==> src/rtl/grb_frame_counter.sv <==
// rtl/grb_frame_counter.sv - LED frame position counter (bit-in-LED, LED index, total bits)
//
// Tracks the position inside an LED frame for the GRB serialiser FSM.
// Optional feature macro: GRB_CNT_RGBW_EN (per-frame selectable 24/32 bits per LED).
//
// Ports:
//   clk          system clock, all state on posedge
//   reset        asynchronous active-low reset
//   ClearCounter rewind to frame start, latch num_leds (and rgbw)
//   IncCounter   one bit sent, advance position
//   num_leds     strip length, sampled only on ClearCounter
//   rgbw         4-byte LEDs, sampled on ClearCounter (honoured only with GRB_CNT_RGBW_EN)
//   Count        bits sent in current frame
//   BitIdx       bit position inside current LED
//   LedIdx       current LED index
//   LastBit      BitIdx is the final bit of an LED (comb)
//   LastLed      LedIdx is the final LED of the strip (comb)
//   FrameDone    one-cycle pulse after the final bit of the frame was counted
//   Overflow     sticky, Count wrapped past its maximum
module grb_frame_counter #(
   parameter int WIDTH = 16,
   parameter int LED_W = 8
) (
   input  logic             clk,
   input  logic             reset,
   input  logic             ClearCounter,
   input  logic             IncCounter,
   input  logic [LED_W-1:0] num_leds,
   input  logic             rgbw,
   output logic [WIDTH-1:0] Count,
   output logic [4:0]       BitIdx,
   output logic [LED_W-1:0] LedIdx,
   output logic             LastBit,
   output logic             LastLed,
   output logic             FrameDone,
   output logic             Overflow
);

   logic [WIDTH-1:0] count_q, count_d;
   logic [4:0]       bit_idx_q, bit_idx_d;
   logic [LED_W-1:0] led_idx_q, led_idx_d;
   logic [LED_W-1:0] nleds_q, nleds_d;
   logic             rgbw_q, rgbw_d;
   logic             frame_done_q, frame_done_d;
   logic             overflow_q, overflow_d;

   logic [4:0]       bit_last;
   logic [LED_W-1:0] led_last;
   logic             frame_end;

`ifndef GRB_CNT_RGBW_EN
   logic unused_rgbw;
   assign unused_rgbw = rgbw;
`endif

   // A strip length of zero is treated as a single LED.
   assign led_last  = (nleds_q == '0) ? '0 : nleds_q - LED_W'(1);
   assign bit_last  = rgbw_q ? 5'd31 : 5'd23;
   assign LastBit   = (bit_idx_q == bit_last);
   assign LastLed   = (led_idx_q == led_last);
   assign frame_end = LastBit && LastLed;

   always_comb begin
      count_d      = count_q;
      bit_idx_d    = bit_idx_q;
      led_idx_d    = led_idx_q;
      nleds_d      = nleds_q;
      rgbw_d       = rgbw_q;
      overflow_d   = overflow_q;
      frame_done_d = 1'b0;

      if (ClearCounter) begin
         count_d    = '0;
         bit_idx_d  = '0;
         led_idx_d  = '0;
         nleds_d    = num_leds;
`ifdef GRB_CNT_RGBW_EN
         rgbw_d     = rgbw;
`else
         rgbw_d     = 1'b0;
`endif
         overflow_d = 1'b0;
      end else if (IncCounter) begin
         if (frame_end) begin
            // Auto-rewind; strip length and LED type carry over to the next frame.
            count_d      = '0;
            bit_idx_d    = '0;
            led_idx_d    = '0;
            frame_done_d = 1'b1;
         end else begin
            count_d = count_q + WIDTH'(1);
            if (count_q == {WIDTH{1'b1}}) begin
               overflow_d = 1'b1;
            end
            if (LastBit) begin
               bit_idx_d = '0;
               led_idx_d = led_idx_q + LED_W'(1);
            end else begin
               bit_idx_d = bit_idx_q + 5'd1;
            end
         end
      end
   end

   always_ff @(posedge clk or negedge reset) begin
      if (!reset) begin
         count_q      <= '0;
         bit_idx_q    <= '0;
         led_idx_q    <= '0;
         nleds_q      <= '0;
         rgbw_q       <= 1'b0;
         frame_done_q <= 1'b0;
         overflow_q   <= 1'b0;
      end else begin
         count_q      <= count_d;
         bit_idx_q    <= bit_idx_d;
         led_idx_q    <= led_idx_d;
         nleds_q      <= nleds_d;
         rgbw_q       <= rgbw_d;
         frame_done_q <= frame_done_d;
         overflow_q   <= overflow_d;
      end
   end

   assign Count     = count_q;
   assign BitIdx    = bit_idx_q;
   assign LedIdx    = led_idx_q;
   assign FrameDone = frame_done_q;
   assign Overflow  = overflow_q;

endmodule

==> config.mk <==
export PLATFORM = sky130hd
export DESIGN_NAME = grb_frame_counter
export DESIGN_NICKNAME = d
export VERILOG_FILES = /design/src/rtl/grb_frame_counter.sv
export SDC_FILE = /design/constraint.sdc
export NUM_CORES = 1
export LEC_CHECK = 0
export BUFFER_PORTS_ARGS = -buffer_cell sky130_fd_sc_hd__buf_2
export CAP_MARGIN = 20
export CORE_ASPECT_RATIO = 0.8
export CORE_MARGIN = 2
export CORE_UTILIZATION = 55
export DETAILED_ROUTE_END_ITERATION = 10
export PLACE_DENSITY = 0.79
export SYNTH_ARGS = -nofsm -noshare
export SYNTH_HDL_FRONTEND = slang
export SYNTH_SLANG_ARGS = --single-unit
==> constraint.sdc <==
create_clock -name clk -period 3.24 [get_ports clk]
set_input_delay 0.648 -clock clk [delete_from_list [all_inputs] [get_ports clk]]
set_output_delay 0.648 -clock clk [all_outputs]
set_load 0.02 [all_outputs]
==> summary.md, run 1 <==
| Metric | Value |
|---|---|
| Status | `finished, final reports clean` |
| Bufs and invs on worst path | `2` |
| Per-cell routed wire length | `14.0 um` |
| CP max FO | `2` |
| Period utilization | `between 90% and 100%` |
| WP data arrival | `2.58 ns` |
| Slew headroom | `approximately 46%` |
| R2r endpoint | `LedIdx[4]` |
| Clk buf depth | `2` |
| Synth Area in Simple Gates | `~24%` |
| Synth Area in Compound Gates | `between 10% and 20%` |
| Peak Freq | `between 0.3 and 0.4 GHz` |
| Final hold viol count | `0` |
| Cells after Synth | `around 240` |
| Top cells by area, synth | `dfrtp_1 43%, xor2_1 6.6%, nor2_1 4.7%` |
| Critical path class | `reg2out` |
| CTS tree | `built` |
| DR DRC count | `0` |
| Vias post-DR | `around 1900` |
| Core Area | `roughly 3900 um2` |
| Layout cells sized above 1 | `roughly 28%` |
| Adder and majority gate portion of the synthesized area | `under 10%` |
| Die Span Y | `about 60 um` |
| Reg-to-Reg Start | `nleds_q[4]` |
| Storage cell area | `slightly below 1000 um2` |
| # diodes | `0` |
| Tot GR Track Use | `a little under a quarter` |
| Largest family of logic cells by synthesized area | `simple AND/OR/NAND/NOR gates` |
| Max Cap Viol | `0` |
| Mux cell area share after synthesis | `under 10%` |
| Antenna Nets Post-Route | `0` |
| Unrepaired setup endpoints after global routing | `true` |
| Cts-stage hold buffer count | `0` |
| Syn nets | `255` |
| I/O pin cnt | `46` |
| Flip-flop and latch count after synthesis | `39` |
| Crit path cell chain | `or4_4 > or4_4 > a311oi_2 > a311oi_1 > or3_4 > clkinv_4 > buf_6` |
| Vias in the first global route | `between 1500 and 2000` |
| DRT Wirelength | `about 4800 um` |
| Slowest-stage cell, CP | `or4_4` |
| Synth top cells by count | `39 x dfrtp_1, 28 x nor2_1, 23 x nand2_1` |
| Crit start category | `flip-flop` |
| Top cell family by delay on the critical path | `simple AND/OR/NAND/NOR gates` |
| FF-to-FF path depth | `10` |
| Site row count | `20` |
| R2R Setup Slk | `0.22 ns` |
| Placer Congestion | `about 0.83` |
| Synth area leader | `dfrtp_1` |
| Yosys cell types | `slightly below 50` |
| Max-slew violations | `0` |
| Global-route wire length before repair | `roughly 8000 um` |
| Most used cell along the critical path | `or4_4` |
| CP required | `2.59 ns` |
| Largest net degree at the start of global routing | `40` |
| Port bufs | `between 40 and 50` |
| CP startpoint | `nleds_q[4]` |
| Final Net Count | `309` |
| CP endpoint | `LastLed` |
| Layout Skew | `0.00388 ns` |
| Clock-pin slew on the worst setup and hold paths | `~0.07 ns` |
| Crit path largest cell delay | `about 0.55 ns` |
| Cell depth of the worst setup path | `7` |
| Worst Setup End Kind | `output port` |
| Multi-input logic area | `between 1000 and 1500 um2` |
| Worst-Margin Slew | `slightly above 0.8 ns` |
| Cell leakage power | `around 0.0013 uW` |
| Die area | `around 4600 um2` |
| Synth warn | `0` |
| Xor and xnor area share after synthesis | `9.18%` |
| Tmin final | `3.22 ns` |
| Pwr per Cell Area | `roughly 360 nW/um2` |
| Die W | `roughly 76 um` |
| Endpoints failing setup | `0` |
| Area delta synth->final | `20.6%` |
| Post-DP HPWL | `about 3500 um` |
| Post-synth EDFFs | `0` |
| Fin util | `between 70% and 80%` |
| Post-Layout Cell Count | `about 350` |
| Synth top area share | `between 40% and 50%` |
| Cell Count Post-Placement | `between 300 and 400` |
| Final worst slack | `0.0160 ns` |
| Syn_area_per_cell | `roughly 9.5 um2` |
| Root Driver | `clkbuf_8` |
| VDD IR max | `0.000297 V` |
| Average vias per placed instance | `5.61` |
| Pre-antenna DRT Iters | `4` |
| Cts bufs inserted | `5` |
| Ys flop type | `dfrtp_1` |
| Pre-CTS WS | `between 0.15 and 0.2 ns` |
| Initial antenna violation count | `0` |
| Most common cell in the netlist | `dfrtp_1` |
| Worst-Skew Late Latency | `0.28 ns` |
| Initial core utilization | `between 50 and 60%` |
| Async set or reset register ratio after synthesis | `100%` |
| Synthesized area | `2250 um2` |
| Worst Hold Class | `in2async` |
| Post-synthesis sequential area ratio | `a little over two fifths` |
| Remaining global-route overflow | `0` |
| Fillers | `between 300 and 400` |
| # clock sinks | `39` |
| H-tree depth | `2` |
| DRT iter0 DRCs | `178` |
-- area by class of cell --
class | count | share of cell area, %
repair buffers | 57 | 12.4
multi-input cells | 180 | 45.0
flip-flops and latches | 39 | 36.0
well taps | 55 | 2.54
clock buffers | 6 | 2.68
inverters | 9 | 1.43
-- routing by layer --
layer  global-route usage (%)  part of all wire (%)
met4                     3.76                  0.45
met3                     4.42                   4.5
met1                     33.7                    48
met2                     36.1                    47
met5                        0                     0
-- timing repair --
action                                  CTS  global route
pin swaps                                 4             2
resized for setup                         4             4
cloned                                    0             0
hold endpoints to repair                  0             0
setup buffers                             2             0
endpoints found under the setup margin    1             1
-- per-stage QoR --
step                      hold slack, ns  setup TNS, ns  instance area (um2)  total power (uW)
final                              0.458              0                 2710               967
after detailed placement           0.533              0                 2580               674
after CTS                          0.488              0                 2690               965
after floorplan                    0.352              0                 2250               619
after global placement             0.519              0                 2580               670
after global routing               0.531        -0.0579                 2710              1020
-- power breakdown --
| group | internal [uW] | leakage, uW | switching, uW |
|---|---|---|---|
| clock | 143 | 0.0000371 | 146 |
| sequential | 501 | 0.000524 | 17.0 |
| combinational | 75.4 | 0.000739 | 83.8 |
| total | 720 | 0.00130 | 247 |
-- how the worst min path moves through the flow --
| stage | slack, ns | start | endpoint | depth (start not counted) |
|---|---|---|---|---|
| after floorplan | 0.35 | reset | BitIdx[0] | 0 |
| after global placement | 0.52 | Overflow | Overflow | 1 |
| after detailed placement | 0.53 | Overflow | Overflow | 1 |
| after CTS | 0.49 | reset | Count[5] | 1 |
| after global routing | 0.53 | reset | nleds_q[5] | 1 |
| final | 0.46 | reset | LedIdx[7] | 1 |
-- state kept, by name, summed over array words and instances, names as in the netlist --
name,cells
nleds_q,8
FrameDone,1
Overflow,1
LedIdx,8
BitIdx,5
Count,16
-- cell usage in the layout (no fill, tap or decap), types with 2 or more instances in the layout --
master,instances
nand3_1,11
o21a_1,2
ha_1,3
nor3_1,4
or4_1,2
buf_4,12
inv_1,8
buf_2,43
nor2b_1,4
o21ai_0,5
o211ai_1,4
or3_4,2
nand2_1,23
or4_4,2
nor3b_1,3
and2_1,2
clkbuf_8,5
nor2_1,28
and3_1,5
a21oi_1,11
nand2b_1,2
mux2_2,7
dfrtp_1,39
a211o_1,2
xnor2_1,4
nand4b_1,3
nand4_1,6
a22o_1,4
nor4_1,3
a221o_1,2
xor2_1,17
-- cell families after synthesis --
group	Yosys count
adders and majority gates	4
buffers and inverters	19
muxes	7
xor gates and xnor gates	22
AOI/OAI and AO/OA	42
and+or+nand+nor	105
DFF	39
No activity file was read; power rests on OpenSTA's default activity.
==> inputs of run 2 (changes only) <==
--- a/config.mk
+++ b/config.mk
@@ -5,6 +5,7 @@
 export SDC_FILE = /design/constraint.sdc
 export NUM_CORES = 1
 export LEC_CHECK = 0
+export ABC_AREA = 1
 export BUFFER_PORTS_ARGS = -buffer_cell sky130_fd_sc_hd__buf_2
 export CAP_MARGIN = 20
 export CORE_ASPECT_RATIO = 0.8
==> summary.md, run 2 <==
| Metric | Value |
|---|---|
| Met3 global-route usage | `about 6.1%` |
| CP max FO | `14` |
| Largest net degree at the start of global routing | `40` |
| Tot GR Track Use | `roughly 23%` |
| CP required | `2.59 ns` |
| Final worst slack | `0.328 ns` |
| Layout Skew | `around 0.0035 ns` |
| Post-DP HPWL | `around 3700 um` |
| Ys flop type | `dfrtp_1` |
| Grt peak-use layer | `met2` |
| DR DRC count | `0` |
| Top cells by area, synth | `dfrtp_1 42%, nand2_1 12%, inv_1 5.7%` |
| Period utilization | `around 90%` |
| CTS tree | `built` |
| Met1 usage | `32.6%` |
| Yosys cell types | `32` |
| Clock-pin slew on the worst setup and hold paths | `0.07 ns` |
| Fillers | `355` |
| Reg-to-Reg Start | `nleds_q[0]` |
| Placer Congestion | `between 0.8 and 0.9` |
| Site row count | `21` |
| Post-Layout Cell Count | `a little under 400` |
| Share of power burned in registers | `between 40% and 50%` |
| Most common cell in the netlist | `nand2_1` |
| Cell Count Post-Placement | `between 300 and 400` |
| WP data arrival | `~2.3 ns` |
| Vias in the first global route | `1776` |
| Post-synthesis sequential area ratio | `approximately 42%` |
| Root Driver | `clkbuf_8` |
| Pre-antenna DRT Iters | `5` |
| DRT iter0 DRCs | `~220` |
| Synth area leader | `dfrtp_1` |
| Die Span Y | `61.9 um` |
| Vias post-DR | `just over 2000` |
| Die W | `~76 um` |
| Pre-CTS WS | `about 0.65 ns` |
| Synthesized area | `about 2300 um2` |
| Crit start category | `flip-flop` |
| Synth top area share | `42.4%` |
| Worst Hold Class | `in2async` |
| I/O pin cnt | `46` |
| Crit path largest cell delay | `~0.38 ns` |
| Pint | `807 uW` |
| Top cell family by delay on the critical path | `simple AND/OR/NAND/NOR gates` |
| Peak Freq | `0.343 GHz` |
| Syn_area_per_cell | `8.14 um2` |
| Max-slew violations | `0` |
| Status | `finished, final reports clean` |
| Switching pwr | `377 uW` |
| Met2 Use GR | `34.4%` |
| Fin util | `around 65%` |
| Clk buf depth | `2` |
| Final Net Count | `~350` |
| Comb pwr share | `a little over a fifth` |
| Clk pwr share | `30.2%` |
| Endpoints failing setup | `0` |
| Initial antenna violation count | `0` |
| Most common cell after layout, fill and taps aside | `nand2_1` |
| Critical path class | `reg2out` |
| Most used cell along the critical path | `nand2_1` |
| Cell leakage power | `around 0.0013 uW` |
| Post-CTS setup buffer count | `0` |
| Worst Setup End Kind | `output port` |
| Async set or reset register ratio after synthesis | `between 90% and 100%` |
| Core Area | `~4000 um2` |
| Per-cell routed wire length | `13.2 um` |
| Bufs and invs on worst path | `3` |
| Setup TNS | `0 ns` |
| Remaining global-route overflow | `0` |
| Worst-Skew Late Latency | `a little under 0.3 ns` |
| Cts-stage hold buffer count | `0` |
| Unrepaired setup endpoints after global routing | `false` |
| Fraction of power spent switching nets | `31.9%` |
| # diodes | `0` |
| H-tree depth | `2` |
| Global-route wire length before repair | `roughly 8400 um` |
| Cts bufs inserted | `5` |
| Initial core utilization | `a little under three fifths` |
| Final hold viol count | `0` |
| Average vias per placed instance | `approximately 5.3` |
| Synth warn | `0` |
| Post-synth EDFFs | `0` |
| Flip-flop and latch count after synthesis | `39` |
| FF-to-FF path depth | `11` |
| Slowest-stage cell, CP | `dfrtp_1` |
| Worst-Margin Slew | `0.876 ns` |
| Area delta synth->final | `15.7%` |
| VDD IR max | `between 0.0003 and 0.0004 V` |
| R2R Setup Slk | `1.07 ns` |
| Die area | `between 4000 and 5000 um2` |
| Cells after Synth | `between 200 and 300` |
| Tmin final | `between 2 and 3 ns` |
| Layout cells sized above 1 | `between 20% and 30%` |
| Syn nets | `300` |
| Port bufs | `44` |
| Commonest non-fill, non-tap cells in the layout | `73 x nand2_1, 44 x buf_2, 39 x dfrtp_1, 35 x inv_1, 24 x nand3_1` |
| Max Cap Viol | `0` |
| R2r endpoint | `Count[2]` |
| # clock sinks | `39` |
| Pwr per Cell Area | `approximately 440 nW/um2` |
| Antenna Nets Post-Route | `0` |
| Slew headroom | `a little over two fifths` |
| Post-cts sizing count | `0` |
| Synth top cells by count | `73 x nand2_1, 39 x dfrtp_1, 35 x inv_1` |
| Overall Power | `1180 uW` |
| DRT Wirelength | `just over 5000 um` |
| Max FFs per register | `16` |
| Crit path cell chain | `inv_1 > ha_1 > nand4_4 > nand3_1 > nand2_1 > nand2_1 > nand2_1 > nor2_4 > nand2_1 > inv_1 > buf_2` |
[run 2: power by group through the flow]
stage                     Sequential [uW]  Combinational (uW)  Clock (uW)
final                                 567                 259         358
after global routing                  573                 292         390
after CTS                             567                 261         367
after detailed placement              574                 259           0
after global placement                572                 248           0
after floorplan                       602                 148           0
[run 2: worst max path at each step]
stage,endpoint,from,slack (ns),cells past startpoint
final,LastLed,nleds_q[0],0.33,11
after global routing,LastLed,nleds_q[0],0.15,11
after CTS,LastLed,nleds_q[0],0.32,11
after detailed placement,LastLed,nleds_q[0],0.65,11
after global placement,LastLed,nleds_q[0],0.72,11
after floorplan,LastLed,nleds_q[0],0.92,9
[run 2: final cells by class]
| class | instances | area (um2) | area share, % |
|---|---|---|---|
| clock buffer | 8 | 100 | 3.76 |
| inverter | 35 | 131 | 4.93 |
| multi-input combinational | 203 | 1150 | 43.1 |
| sequential | 39 | 976 | 36.7 |
| tap | 57 | 71.3 | 2.68 |
| timing repair buffer | 46 | 235 | 8.83 |
[run 2: per-stage QoR]
stage               hold WS (ns)  instance area, um2
floorplan                  0.352                2300
global placement           0.500                2560
detailed placement         0.513                2560
CTS                        0.484                2660
global route               0.529                2660
finish                     0.468                2660
[run 2: kinds of logic after synthesis]
kind of cell	Yosys count	synth area share, %
adder cells (fa/ha/maj)	4	2.17
AO/OA/AOI/OAI	40	11.4
AND/OR/NAND/NOR	139	28.7
XOR/XNOR	20	7.61
buffers and inverters	41	7.72
flip-flops	39	42.4
[run 2: routing by layer]
layer,part of all wire (%),up-vias
li1,-,1014
met4,1.8,0
met3,6.4,8
met1,48,943
met2,43,77
met5,0,-
==> inputs of run 3 (changes only) <==
--- a/config.mk
+++ b/config.mk
@@ -8,11 +8,13 @@
 export ABC_AREA = 1
 export BUFFER_PORTS_ARGS = -buffer_cell sky130_fd_sc_hd__buf_2
 export CAP_MARGIN = 20
+export CELL_PAD_IN_SITES_DETAIL_PLACEMENT = 1
+export CELL_PAD_IN_SITES_GLOBAL_PLACEMENT = 1
 export CORE_ASPECT_RATIO = 0.8
 export CORE_MARGIN = 2
-export CORE_UTILIZATION = 55
+export CORE_UTILIZATION = 40
 export DETAILED_ROUTE_END_ITERATION = 10
-export PLACE_DENSITY = 0.79
+export PLACE_DENSITY = 0.78
 export SYNTH_ARGS = -nofsm -noshare
 export SYNTH_HDL_FRONTEND = slang
 export SYNTH_SLANG_ARGS = --single-unit
==> summary.md, run 3 (synthesized netlist as in run 2, its figures left out) <==
| Metric | Value |
|---|---|
| Layout Skew | `around 0.0042 ns` |
| Die Span Y | `a little over 70 um` |
| Post-Layout Cell Count | `408` |
| DR DRC count | `0` |
| DRT iter0 DRCs | `87` |
| Tmin final | `approximately 2.9 ns` |
| Antenna Nets Post-Route | `0` |
| Routed wl met2 | `2650 um` |
| Cell leakage power | `between 0.001 and 0.0015 uW` |
| Clk pwr share | `approximately a third` |
| Crit path largest cell delay | `0.38 ns` |
| Worst Setup End Kind | `output port` |
| I/O pin cnt | `46` |
| Die W | `between 80 and 90 um` |
| Root Driver | `clkbuf_8` |
| Slowest-stage cell, CP | `dfrtp_1` |
| Pint | `about 860 uW` |
| Worst-Skew Late Latency | `0.29 ns` |
| Global-route wire length before repair | `roughly 10000 um` |
| Max Cap Viol | `0` |
| Crit start category | `flip-flop` |
| Routed wl met3 | `~200 um` |
| Share of power burned in registers | `around 45%` |
| H-tree depth | `2` |
| # diodes | `0` |
| Reg-to-Reg Start | `nleds_q[0]` |
| Vias post-DR | `2033` |
| Status | `finished, final reports clean` |
| Site row count | `24` |
| Largest net degree at the start of global routing | `40` |
| Period utilization | `90.0%` |
| Slew headroom | `between 30% and 40%` |
| WP data arrival | `between 2 and 2.5 ns` |
| Area delta synth->final | `17.2%` |
| Per-cell routed wire length | `about 15 um` |
| Worst Hold Class | `in2async` |
| Clk buf depth | `2` |
| Average vias per placed instance | `4.98` |
| Cell Count Post-Placement | `400` |
| FF-to-FF path depth | `11` |
| Critical path class | `reg2out` |
| R2R Setup Slk | `1.00 ns` |
| Remaining global-route overflow | `0` |
| Crit path cell chain | `inv_1 > ha_1 > nand4_4 > nand2_1 > nand2_1 > nand2_1 > nand3_2 > nor2_4 > nand2_1 > inv_1 > buf_2` |
| # clock sinks | `39` |
| Placer Congestion | `between 0.7 and 0.8` |
| Uppermost routed layer | `met4` |
| CP required | `2.59 ns` |
| Worst-Margin Slew | `roughly 0.90 ns` |
| Metal-1 WL | `around 3200 um` |
| DRT Wirelength | `between 6000 and 7000 um` |
| Post-CTS setup buffer count | `0` |
| Vias in the first global route | `roughly 2000` |
| Initial core utilization | `about two fifths` |
| CP max FO | `14` |
| Fraction of power spent switching nets | `about a third` |
| Most used cell along the critical path | `nand2_1` |
| Final hold viol count | `0` |
| VDD IR max | `approximately 0.00029 V` |
| Fillers | `~700` |
| Clock-pin slew on the worst setup and hold paths | `roughly 0.08 ns` |
| Switching pwr | `between 400 and 500 uW` |
| Peak Freq | `~0.34 GHz` |
| Setup TNS | `0 ns` |
| Cts-stage hold buffer count | `0` |
| Port bufs | `44` |
| Layout cells sized above 1 | `22.7%` |
| Comb pwr share | `about a fifth` |
| Cts bufs inserted | `5` |
| Min Hold Slack | `0.482 ns` |
| Post-DP HPWL | `between 4000 and 5000 um` |
| Core Area | `roughly 5500 um2` |
| Final Net Count | `346` |
| Endpoints failing setup | `0` |
| Max-slew violations | `0` |
| Die area | `~6400 um2` |
| Unrepaired setup endpoints after global routing | `false` |
| Most common cell after layout, fill and taps aside | `nand2_1` |
| Post-cts sizing count | `0` |
| CTS tree | `built` |
| Tot GR Track Use | `approximately a fifth` |
| Pre-antenna DRT Iters | `4` |
| Max FFs per register | `16` |
| Initial antenna violation count | `0` |
| Pwr per Cell Area | `between 400 and 500 nW/um2` |
| Commonest non-fill, non-tap cells in the layout | `73 x nand2_1, 44 x buf_2, 39 x dfrtp_1, 35 x inv_1, 24 x nand3_1` |
| R2r endpoint | `Count[4]` |
-- run 3: cell type report --
| cell class | instances | area (um2) | area share, % |
|---|---|---|---|
| Tap cell | 78 | 97.6 | 3.62 |
| Sequential cell | 39 | 976 | 36.2 |
| Multi-Input combinational cell | 203 | 1150 | 42.6 |
| Clock inverter | 2 | 35.0 | 1.30 |
| Timing Repair Buffer | 45 | 228 | 8.44 |
| Inverter | 35 | 131 | 4.87 |
| Clock buffer | 6 | 82.6 | 3.06 |
-- run 3: per-layer routing --
metal | vias to the layer above | global-route usage [%]
met5 | - | 0
met1 | 980 | 31.8
li1 | 1012 | -
met2 | 39 | 29.0
met3 | 2 | 3.69
met4 | 0 | 4.71
-- run 3: worst max path at each step --
stage / slack (ns) / to / cells after the start / from
floorplan: 0.92 / LastLed / 9 / nleds_q[0]
global placement: 0.66 / LastLed / 11 / nleds_q[0]
detailed placement: 0.62 / LastLed / 11 / nleds_q[0]
CTS: 0.29 / LastLed / 11 / nleds_q[0]
global route: 0.07 / LastLed / 11 / nleds_q[0]
finish: 0.32 / LastLed / 11 / nleds_q[0]
-- run 3: critical path, delay by kind of cell, from the launching register on --
family        cells  cell delay (ns)
fa+ha+maj         1             0.36
buf+inv           3             0.40
flops             1             0.38
simple gates      7             0.83
-- run 3: metrics by stage --
stage                     utilization [%]  cell area (um2)  setup WS, ns  power (uW)
after global routing                 49.1             2700        0.0716        1320
after global placement               47.0             2580         0.655         824
after floorplan                         -             2300         0.920         749
final                                49.1             2700         0.323        1260
after detailed placement             47.0             2580         0.618         839
after CTS                            49.1             2700         0.294        1270
-- run 3: power groups by stage --
stage | sequential (uW) | combinational, uW | clock [uW]
2_1_floorplan | 602 | 148 | 0
3_3_place_gp | 575 | 249 | 0
6_report | 567 | 266 | 432
3_5_place_dp | 576 | 263 | 0
5_1_grt | 573 | 295 | 455
4_1_cts | 567 | 270 | 437
